### src/rtl/mem_access_stage_if.sv
// Data-memory request/acknowledge bus between the MEM stage (master) and data memory (slave).
interface mem_access_stage_if;
   logic        dmem_req;
   logic        dmem_we;
   logic [31:0] dmem_addr;
   logic [3:0]  dmem_be;
   logic [31:0] dmem_wdata;
   logic [31:0] dmem_rdata;
   logic        dmem_ack;

   modport master (output dmem_req, dmem_we, dmem_addr, dmem_be, dmem_wdata,
                   input  dmem_rdata, dmem_ack);
   modport slave  (input  dmem_req, dmem_we, dmem_addr, dmem_be, dmem_wdata,
                   output dmem_rdata, dmem_ack);
endinterface

### src/rtl/mem_access_stage.sv
// MEM-stage controller: passes ALU ops through, runs stalled req/ack handshakes for loads/stores
// and formats load data for MEM/WB; flags misaligned accesses and acknowledge timeouts.
module mem_access_stage #(
   parameter int ACK_TIMEOUT = 16
) (
   input  logic                        clk,
   input  logic                        rst,
   input  logic                        ex_valid_i,
   input  logic                        ex_mem_read_i,
   input  logic                        ex_mem_write_i,
   input  logic [1:0]                  ex_size_i,
   input  logic                        ex_unsigned_i,
   input  logic                        ex_reg_write_i,
   input  logic                        ex_mem2reg_i,
   input  logic [31:0]                 ex_alu_i,
   input  logic [31:0]                 ex_store_i,
   input  logic [4:0]                  ex_write_reg_i,
   mem_access_stage_if.master          dmem,
   output logic                        stall_o,
   output logic                        wb_reg_write_o,
   output logic                        wb_mem2reg_o,
   output logic [31:0]                 wb_mem_o,
   output logic [31:0]                 wb_alu_o,
   output logic [4:0]                  wb_write_reg_o,
   output logic                        misalign_err_o,
   output logic                        bus_err_o
);
   localparam int CW = (ACK_TIMEOUT > 1) ? $clog2(ACK_TIMEOUT) : 1;
   localparam logic [CW-1:0] CNT_LAST = CW'(ACK_TIMEOUT - 1);

   typedef enum logic [1:0] {IDLE, BUSY, DONE, ABORT} state_e;

   typedef struct packed {
      logic        we;
      logic [1:0]  size;
      logic        uns;
      logic        rw;
      logic        m2r;
      logic [4:0]  wreg;
      logic [31:0] alu;
      logic [3:0]  be;
      logic [31:0] wdata;
   } lat_t;

   state_e         state_q, state_d;
   logic [CW-1:0]  cnt_q, cnt_d;
   lat_t           lat_q, lat_d;
   logic [31:0]    res_q, res_d;

   logic [1:0]     lane;
   logic [3:0]     be_c;
   logic [31:0]    wdata_c;
   logic           misal_c, access_c;
   logic [7:0]     ld_b;
   logic [15:0]    ld_h;
   logic [31:0]    ld_fmt;

   // request formatting from the EX/MEM fields
   always_comb begin
      lane = ex_alu_i[1:0];
      case (ex_size_i)
         2'b00:   begin be_c = 4'b0001 << lane;                   wdata_c = {4{ex_store_i[7:0]}};  end
         2'b01:   begin be_c = lane[1] ? 4'b1100 : 4'b0011;       wdata_c = {2{ex_store_i[15:0]}}; end
         default: begin be_c = 4'b1111;                           wdata_c = ex_store_i;            end
      endcase
      misal_c  = ((ex_size_i == 2'b01) & lane[0]) | (ex_size_i[1] & (lane != 2'b00));
      access_c = ex_valid_i & (ex_mem_read_i | ex_mem_write_i);
   end

   // load lane extraction from the latched address/size
   always_comb begin
      ld_b = dmem.dmem_rdata[{lat_q.alu[1:0], 3'b000} +: 8];
      ld_h = lat_q.alu[1] ? dmem.dmem_rdata[31:16] : dmem.dmem_rdata[15:0];
      case (lat_q.size)
         2'b00:   ld_fmt = {{24{ld_b[7] & ~lat_q.uns}}, ld_b};
         2'b01:   ld_fmt = {{16{ld_h[15] & ~lat_q.uns}}, ld_h};
         default: ld_fmt = dmem.dmem_rdata;
      endcase
      if (lat_q.we) ld_fmt = '0;
   end

   always_comb begin
      state_d        = state_q;
      cnt_d          = cnt_q;
      lat_d          = lat_q;
      res_d          = res_q;
      dmem.dmem_req  = 1'b0;
      stall_o        = 1'b0;
      wb_reg_write_o = 1'b0;
      wb_mem2reg_o   = 1'b0;
      wb_mem_o       = '0;
      wb_alu_o       = '0;
      wb_write_reg_o = '0;
      misalign_err_o = 1'b0;
      bus_err_o      = 1'b0;
      // while reset is held every output, including the combinational ones, reads 0
      if (!rst) begin
         case (state_q)
            IDLE: begin
               if (!access_c) begin
                  wb_reg_write_o = ex_reg_write_i & ex_valid_i;
                  wb_mem2reg_o   = ex_mem2reg_i;
                  wb_alu_o       = ex_alu_i;
                  wb_write_reg_o = ex_write_reg_i;
               end else if (misal_c) begin
                  misalign_err_o = 1'b1;
               end else begin
                  stall_o = 1'b1;
                  lat_d   = '{we: ex_mem_write_i, size: ex_size_i, uns: ex_unsigned_i,
                              rw: ex_reg_write_i, m2r: ex_mem2reg_i, wreg: ex_write_reg_i,
                              alu: ex_alu_i, be: be_c, wdata: wdata_c};
                  cnt_d   = '0;
                  state_d = BUSY;
               end
            end
            BUSY: begin
               dmem.dmem_req = 1'b1;
               stall_o       = 1'b1;
               if (dmem.dmem_ack) begin
                  res_d   = ld_fmt;
                  state_d = DONE;
               end else if (cnt_q == CNT_LAST) begin
                  state_d = ABORT;
               end else begin
                  cnt_d = cnt_q + 1'b1;
               end
            end
            DONE: begin
               wb_reg_write_o = lat_q.rw;
               wb_mem2reg_o   = lat_q.m2r;
               wb_mem_o       = res_q;
               wb_alu_o       = lat_q.alu;
               wb_write_reg_o = lat_q.wreg;
               state_d        = IDLE;
            end
            default: begin
               // unstalled bubble lets EX/MEM move past the timed-out instruction, discarding it
               bus_err_o = 1'b1;
               state_d   = IDLE;
            end
         endcase
      end
   end

   always_ff @(posedge clk or posedge rst) begin
      if (rst) begin
         state_q <= IDLE;
         cnt_q   <= '0;
         lat_q   <= '0;
         res_q   <= '0;
      end else begin
         state_q <= state_d;
         cnt_q   <= cnt_d;
         lat_q   <= lat_d;
         res_q   <= res_d;
      end
   end

   assign dmem.dmem_we    = lat_q.we;
   assign dmem.dmem_addr  = {lat_q.alu[31:2], 2'b00};
   assign dmem.dmem_be    = lat_q.be;
   assign dmem.dmem_wdata = lat_q.wdata;
endmodule

### src/flat_wrapper.sv
// flat-port wrapper written by rule: the top's interface ports become plain ports
module mem_access_stage_flat 
#(
   parameter int ACK_TIMEOUT = 16
)
  (clk, rst, ex_valid_i, ex_mem_read_i, ex_mem_write_i, ex_size_i, ex_unsigned_i, ex_reg_write_i, ex_mem2reg_i, ex_alu_i, ex_store_i, ex_write_reg_i, stall_o, wb_reg_write_o, wb_mem2reg_o, wb_mem_o, wb_alu_o, wb_write_reg_o, misalign_err_o, bus_err_o, dmem_dmem_req, dmem_dmem_we, dmem_dmem_addr, dmem_dmem_be, dmem_dmem_wdata, dmem_dmem_rdata, dmem_dmem_ack);
  mem_access_stage_if dmem_i ();
  input  logic clk;
  input  logic rst;
  input  logic ex_valid_i;
  input  logic ex_mem_read_i;
  input  logic ex_mem_write_i;
  input  logic [1:0] ex_size_i;
  input  logic ex_unsigned_i;
  input  logic ex_reg_write_i;
  input  logic ex_mem2reg_i;
  input  logic [31:0] ex_alu_i;
  input  logic [31:0] ex_store_i;
  input  logic [4:0] ex_write_reg_i;
  output logic stall_o;
  output logic wb_reg_write_o;
  output logic wb_mem2reg_o;
  output logic [31:0] wb_mem_o;
  output logic [31:0] wb_alu_o;
  output logic [4:0] wb_write_reg_o;
  output logic misalign_err_o;
  output logic bus_err_o;
  output wire logic [$bits(dmem_i.dmem_req)-1:0] dmem_dmem_req;
  output wire logic [$bits(dmem_i.dmem_we)-1:0] dmem_dmem_we;
  output wire logic [$bits(dmem_i.dmem_addr)-1:0] dmem_dmem_addr;
  output wire logic [$bits(dmem_i.dmem_be)-1:0] dmem_dmem_be;
  output wire logic [$bits(dmem_i.dmem_wdata)-1:0] dmem_dmem_wdata;
  input wire logic [$bits(dmem_i.dmem_rdata)-1:0] dmem_dmem_rdata;
  input wire logic [$bits(dmem_i.dmem_ack)-1:0] dmem_dmem_ack;
  assign dmem_dmem_req = dmem_i.dmem_req;
  assign dmem_dmem_we = dmem_i.dmem_we;
  assign dmem_dmem_addr = dmem_i.dmem_addr;
  assign dmem_dmem_be = dmem_i.dmem_be;
  assign dmem_dmem_wdata = dmem_i.dmem_wdata;
  assign dmem_i.dmem_rdata = dmem_dmem_rdata;
  assign dmem_i.dmem_ack = dmem_dmem_ack;
  mem_access_stage #(.ACK_TIMEOUT(ACK_TIMEOUT)) u_core (.clk(clk), .rst(rst), .ex_valid_i(ex_valid_i), .ex_mem_read_i(ex_mem_read_i), .ex_mem_write_i(ex_mem_write_i), .ex_size_i(ex_size_i), .ex_unsigned_i(ex_unsigned_i), .ex_reg_write_i(ex_reg_write_i), .ex_mem2reg_i(ex_mem2reg_i), .ex_alu_i(ex_alu_i), .ex_store_i(ex_store_i), .ex_write_reg_i(ex_write_reg_i), .dmem(dmem_i), .stall_o(stall_o), .wb_reg_write_o(wb_reg_write_o), .wb_mem2reg_o(wb_mem2reg_o), .wb_mem_o(wb_mem_o), .wb_alu_o(wb_alu_o), .wb_write_reg_o(wb_write_reg_o), .misalign_err_o(misalign_err_o), .bus_err_o(bus_err_o));
endmodule
### config.mk
export PLATFORM = sky130hd
export DESIGN_NAME = mem_access_stage_flat
export DESIGN_NICKNAME = d
export VERILOG_FILES = /design/src/rtl/mem_access_stage_if.sv /design/src/rtl/mem_access_stage.sv /design/src/flat_wrapper.sv
export SDC_FILE = /design/constraint.sdc
export NUM_CORES = 1
export LEC_CHECK = 0
export CORE_MARGIN = 10
export CORE_UTILIZATION = 23
export DETAILED_ROUTE_END_ITERATION = 10
export GPL_ROUTABILITY_DRIVEN = 0
export PLACE_DENSITY = 0.56
export SYNTH_ARGS = -nofsm -noshare
export SYNTH_HDL_FRONTEND = slang
export SYNTH_SLANG_ARGS = --single-unit
export TNS_END_PERCENT = 5
### constraint.sdc
create_clock -name clk -period 17.2 [get_ports clk]
set_input_delay 3.44 -clock clk [delete_from_list [all_inputs] [get_ports clk]]
set_output_delay 3.44 -clock clk [all_outputs]
set_load 0.01 [all_outputs]
Yosys cells after proc, flatten, opt, wreduce, memory -nomap -nowiden

Index checks and enable logic that the tools add are counted.
W data, S select, Z words.

Flip-flop bits (word level): 117
Bits of input ports: 112
Word-level logic and storage cells: 88

$add $sub $neg: 1
Equality and inequality tests: 10
Shift operators: 2
Mux-type cells: 42
Bitwise gates (word level): 11
Reduce and logical (&&, ||, !) cells: 10

Operators by type and width:

| operator              | count |
|---|---|
| $pmux W32 S2          | 3 |
| $mux W32              | 5 |
| $shiftx A32 B6 Y8     | 1 |
| $mux W4               | 5 |
| $mux W16              | 1 |
| $pmux W4 S2           | 2 |
| $mux W1               | 15 |
| $mux W5               | 2 |
| $pmux W5 S2           | 1 |
| $mux W2               | 4 |
| $reduce_and A4 Y1     | 2 |
| $and A1 B1 Y1         | 6 |
| $eq A2 B1 Y1 const B  | 3 |
| $logic_not A2 Y1      | 3 |
| $ne A2 B2 Y1 const B  | 3 |
| $pmux W1 S2           | 3 |
| $reduce_and A6 Y1     | 1 |
| $add A4 B1 Y4 const B | 1 |
| $eq A4 B4 Y1 const B  | 1 |
| $pmux W2 S2           | 1 |
| $reduce_bool A2 Y1    | 2 |
| $shl A1 B2 Y4 const A | 1 |
| $ne A3 B2 Y1 const B  | 1 |
| $not A1 Y1            | 3 |
| 5 further kinds       | 6 |

Logic depth before layout (Yosys ltp)

Gate-level depths: netlist of run 1.

Depth in word-level cells: 7
Depth in mapped cells: 8
Depth with buffers taken out: 5

Least setup slack after synthesis of run 1

No wires, ideal clock.

Kind: input port to output port
From: input port rst
To: output port wb_mem_o[31]
Arrival: 7814 ps
Data required time: 13760 ps
Setup slack: 5946 ps
Stages: 4
Cells stage by stage: buf_6 > inv_1 > clkbuf_1 > and3_1

Longest elaborated chain between the ends: 1

RTL lines:

| element         | line                   | text |
|---|---|---|
| start, declared | flat_wrapper.sv:9      | `input logic rst;` |
| $mux W32        | mem_access_stage.sv:97 | `if (!rst) begin` |
| end, declared   | flat_wrapper.sv:23     | `output logic [31:0] wb_mem_o;` |

Every way passes these cells.

Worst setup path in the final report of run 1

From: input port rst
To: output port wb_mem_o[11]

The elaborated chain is that of the path after synthesis.

==> metrics.cfg, run 1 <==
[timing]
fin_ws_ns = 7.373
whs_ns = 0.4763
setup_violations = 0
fin_crit_sh = 0.5713
skew_ns = 0.01182
relSlewSlack = 0.2124
rsz0062_at_grt = no
tightest_slew_ns = 1.177
final_max_slew_viol_count = 0
fmax_ghz = 0.1018
min_period_ns = 9.827
fin_setup_tns_ns = 0
hold_viol = 0

[floorplanning]
die_h_um = 191.0
core_area_mm2 = 0.02878
placementRows = 62
initial_core_util = 0.2336
die-area_mm2 = 0.03647
fp.dieW_um = 191.0
ios = 256

[global_route]
grt_pass1_vias = 5818
gr-total-overflow = 0
grt_pass1_wl_mm = 36.27
grt_max_degree = 88
gr-usage-all-layers = 0.1271
antenna_found_initial = 1

[routing]
drt_pre_antenna_iters = 5
avgRoutedWirePerCell_um = 19.45
totalWireLength_mm = 23.85
detail-route-antenna-nets = 0
vias = 5623
drtIter0Drc = 390
vias_per_cell = 4.586
drc = 0

[power_and_ir_drop]
finalPower_mw = 1.511
ir_drop_v = 0.00005680
power.leakage_nw = 3.930
cellPowerDensity_mw_per_mm2 = 157.5

[synthesis]
synth_edf_count = 0
async_reset_ff_frac = 1.000
ys_ff_latch = 117
synth_flop_cell = dfrtp_1
ys_types = 46
postSynthAreaPerCell_um2 = 9.991
yosysWarnings = 0
synth.largest_area_cell = dfrtp_1
synth_area_mm2 = 0.006724
synth_simple_gate_area_frac = 0.1061
ys_seq_area_frac = 0.4354
syn_inst = 673
synth_xor_area_frac = 0.001303
synthMuxAreaShare = 0.1593
synth_top_family_by_area = compound AO/OA/AOI/OAI gates
synth.top_cell.area_share = 0.4354
yosys.area_share.adder = 0.001861
synth.area.top_cells = dfrtp_1, mux2_2, buf_4
synth_commonest_cells = dfrtp_1, o21ai_0, buf_4
yosysMostFrequentCell = dfrtp_1
synth-compound-area-share = 0.1718

[critical_path]
timing.setup.critical_path_class = in2out
critPathRequiredTime_ns = 13.76
start_kind = input port
worst_setup_path_end_kind = primary output
r2r.worst_path.cells = 5
reg2reg_slack_ns = 14.34
worstPathMaxFanout = 87
r2r-start = u_core.state_q[0]
crit_arrival_ns = 6.39
r2r_end = u_core.res_q[27]

[flow_run]
max_cap_viol_count = 0

[clock_tree]
tritoncts = built
insertion_delay_ns = 0.42
htree_num_levels = 4
cts_resized = 0
root_buffer = clkbuf_16
clkSlewWorstSetupHoldPaths_ns = 0.06
ctsHoldBuffers = 0
post_cts_buffers = 0
cts_buffers = 17
clk_path_buf_depth = 2
cts_sinks = 117

[finish]
fin_nets = 940
fill_cells = 2978
stdcell_area_mm2 = 0.009594
areaGrowthSynthToFinish_pct = 42.69
fin_cells = 1226
final_util = 0.3334
drive_gt1_frac = 0.1250

[placed_design]
pre_cts_ws_ns = 7.273
place_inst = 1192
dpl-instance-area_mm2 = 0.009016
io_buffers = 253
dp_hpwl_mm = 16.95

[run_status]
status = finished clean

[min_path]
holdCritPathClass = reg2reg
hold_depth = 1
holdPathEnd = u_core.dmem.dmem_be[0]
worstHoldStart = u_core.dmem.dmem_be[0]

registers in the layout, summed over array words and instances (netlist names):
register and cells:
u_core.dmem.dmem_we 1, u_core.dmem.dmem_addr 30, u_core.dmem.dmem_be 4, u_core.state_q 2
u_core.res_q 32, u_core.lat_q 12, u_core.dmem.dmem_wdata 32, u_core.cnt_q 4
kinds of logic after synthesis:
| logic type | after synthesis |
|---|---|
| XOR/XNOR | 1 |
| multiplexers | 97 |
| AND/OR/NAND/NOR | 142 |
| other | 1 |
| buffers and inverters | 134 |
| adder cells (fa/ha/maj) | 1 |
| flip-flops | 117 |
| AO/OA/AOI/OAI | 180 |
final cells by class:
type | instances | area [um2] | share of cell area
Multi-Input combinational cell | 423 | 2980 | 0.3106
Sequential cell | 117 | 2928 | 0.3052
Timing Repair Buffer | 262 | 2600 | 0.2710
Tap cell | 384 | 480.5 | 0.05008
Clock buffer | 17 | 425.4 | 0.04434
Clock inverter | 15 | 147.6 | 0.01539
Inverter | 6 | 27.53 | 0.002869
Antenna cell | 2 | 5.005 | 0.0005216
worst max-delay path, cell delays in order:
cell and delay (ns):
clkdlybuf4s50_1 0.67, inv_6 0.68, buf_4 0.65, and3_1 0.26
clkdlybuf4s50_1 0.55
worst max path at each step:
stage                   end  start  depth (start not counted)
5_1_grt        wb_mem_o[30]    rst                          5
3_5_place_dp    wb_mem_o[0]    rst                          5
2_1_floorplan  wb_mem_o[31]    rst                          4
3_3_place_gp    wb_mem_o[5]    rst                          5
4_1_cts         wb_mem_o[0]    rst                          5
6_report       wb_mem_o[11]    rst                          5
placed cells by master, fill, tap and decap left out, types with 17 or more instances in the layout:
cell type / instances
clkdlybuf4s50_1: 253
dfrtp_1: 117
o21ai_0: 80
nor2_1: 52
mux2_2: 50
mux2i_1: 41
a22oi_1: 36
and3_1: 33
nand2_1: 28
a21oi_1: 20
a221o_1: 17
clkbuf_16: 17
where the power goes:
group | internal, mW | total, mW | switching (mW)
registers | 0.402 | 0.506 | 0.104
logic | 0.358 | 0.656 | 0.299
clock network | 0.203 | 0.348 | 0.146
metal layers:
layer,vias up,share of wire,GRT usage
li1,2669,-,-
met1,2774,0.44,0.1620
met2,172,0.48,0.1983
met3,8,0.076,0.04902
met4,0,0.0090,0.02938
met5,-,0,0
Note: power is estimated with default switching activity, not from simulation.
==> run 2: changes to the inputs <==
Clock period 17.2 ns to 10 ns, I/O delays scaled along.
==> run 2 against run 1 <==
Wire length up 0.75%. Cell count down 0.24%. Global-route usage up 0.15 points. First-iteration DRC count down 21%. Largest power group unchanged. Highest routed layer unchanged. Largest cell class unchanged. Register-to-register slack worse by 7.1 ns. Critical endpoint is now stall_o.
==> metrics.cfg, run 2 (synthesis gave the netlist of run 1 again) <==
[run_status]
status = finished clean

[critical_path]
critPathTopFamily = buffers and inverters
crit_arrival_ns = 4.64
cp_slowest_cell = clkdlybuf4s50_1
cp_num_buf_inv = 3
worstPathMaxFanout = 35
critPathRequiredTime_ns = 8.00
r2r.worst_path.cells = 5
slowest_delay_ns = 0.68
crit_chain = clkdlybuf4s50_1 -> or3_4 -> or2_1 -> buf_4 -> or2_1 -> o21ai_0 -> clkdlybuf4s50_1
start_kind = input port
reg2reg_slack_ns = 7.21
timing.setup.critical_path_class = in2out
worst_setup_path_end_kind = primary output
critical_path_cell_count = 7

[routing]
wl_met2_mm = 11.63
met1Wirelength_mm = 10.16
wl_met3_mm = 1.848
detail-route-antenna-nets = 0
drc = 0
avgRoutedWirePerCell_um = 19.65
vias_per_cell = 4.633
vias = 5666
drt_pre_antenna_iters = 5
dr.max_layer_used = met4
totalWireLength_mm = 24.03
drtIter0Drc = 308

[timing]
setup_violations = 0
fin_crit_sh = 0.6641
rsz0062_at_grt = no
relSlewSlack = 0.2161
fin_setup_tns_ns = 0
hold_viol = 0
fin_ws_ns = 3.359
skew_ns = 0.008517
fmax_ghz = 0.1506
whs_ns = 0.4720
tightest_slew_ns = 1.172
final_max_slew_viol_count = 0
min_period_ns = 6.641

[clock_tree]
cts_buffers = 17
clk_path_buf_depth = 2
cts_resized = 0
post_cts_buffers = 0
htree_num_levels = 4
tritoncts = built
clkSlewWorstSetupHoldPaths_ns = 0.06
root_buffer = clkbuf_16
insertion_delay_ns = 0.41
cts_sinks = 117
ctsHoldBuffers = 0

[finish]
final_common_cell = clkdlybuf4s50_1
drive_gt1_frac = 0.1204
final_cell_mix = clkdlybuf4s50_1, dfrtp_1, o21ai_0
fill_cells = 2978
stdcell_area_mm2 = 0.009580
final_util = 0.3329
fin_nets = 941
areaGrowthSynthToFinish_pct = 42.48
insertedDiodeCount = 0
fin_cells = 1223

[placed_design]
dp_hpwl_mm = 17.15
dpl-instance-area_mm2 = 0.009024
pre_cts_ws_ns = 3.324
io_buffers = 253
place_inst = 1193

[power_and_ir_drop]
power.leakage_nw = 3.921
cellPowerDensity_mw_per_mm2 = 270.9
ir_drop_v = 0.0001069
finalPower_mw = 2.595

[min_path]
holdCritPathClass = reg2reg
hold_depth = 2

[global_route]
grt_max_degree = 102
gr-usage-all-layers = 0.1286
grt_pass1_vias = 5941
antenna_found_initial = 0
gr-total-overflow = 0
grt_pass1_wl_mm = 36.58

[flow_run]
max_cap_viol_count = 0

[floorplanning]
die_h_um = 191.0
initial_core_util = 0.2336
core_area_mm2 = 0.02878
placementRows = 62
fp.dieW_um = 191.0
ios = 256
die-area_mm2 = 0.03647

==> run 2: worst reg2reg max path: stages (launching register included) <==
cell       delay (ns)
dfrtp_1          0.52
nand4bb_1        0.15
buf_4            0.27
or2_1            0.51
nor2_1           0.98
a221o_1          0.29
==> run 2: where the power goes <==
group          internal, mW  leakage, nW  switching [mW]
Clock                 0.369        0.265           0.224
Combinational         0.617         2.20           0.533
Sequential            0.692         1.46           0.160
==> run 2: worst paths after layout <==
check / from / end
setup reg to reg: u_core.state_q[0] / u_core.res_q[23]
max in group asynchronous: rst / u_core.dmem.dmem_addr[25]
min in group asynchronous: rst / u_core.cnt_q[1]
hold reg to reg: u_core.res_q[9] / u_core.res_q[9]
setup / recovery: rst / stall_o
hold / removal: u_core.res_q[9] / u_core.res_q[9]
==> run 2: cell type report <==
type                    instances  area, um2  share of cell area
well taps                     384      480.5             0.05015
clock inverters                 9      106.4             0.01110
multi-input cells             423       2980              0.3111
repair buffers                263       2608              0.2722
clock buffers                  21      450.4             0.04702
flip-flops and latches        117       2928              0.3056
inverters                       6      27.53            0.002873
==> run 2: layer usage <==
metal / track usage / vias up
li1: - / 2661
met1: 0.1578 / 2804
met2: 0.2078 / 180
met3: 0.04410 / 21
met4: 0.03998 / 0
met5: 0 / -
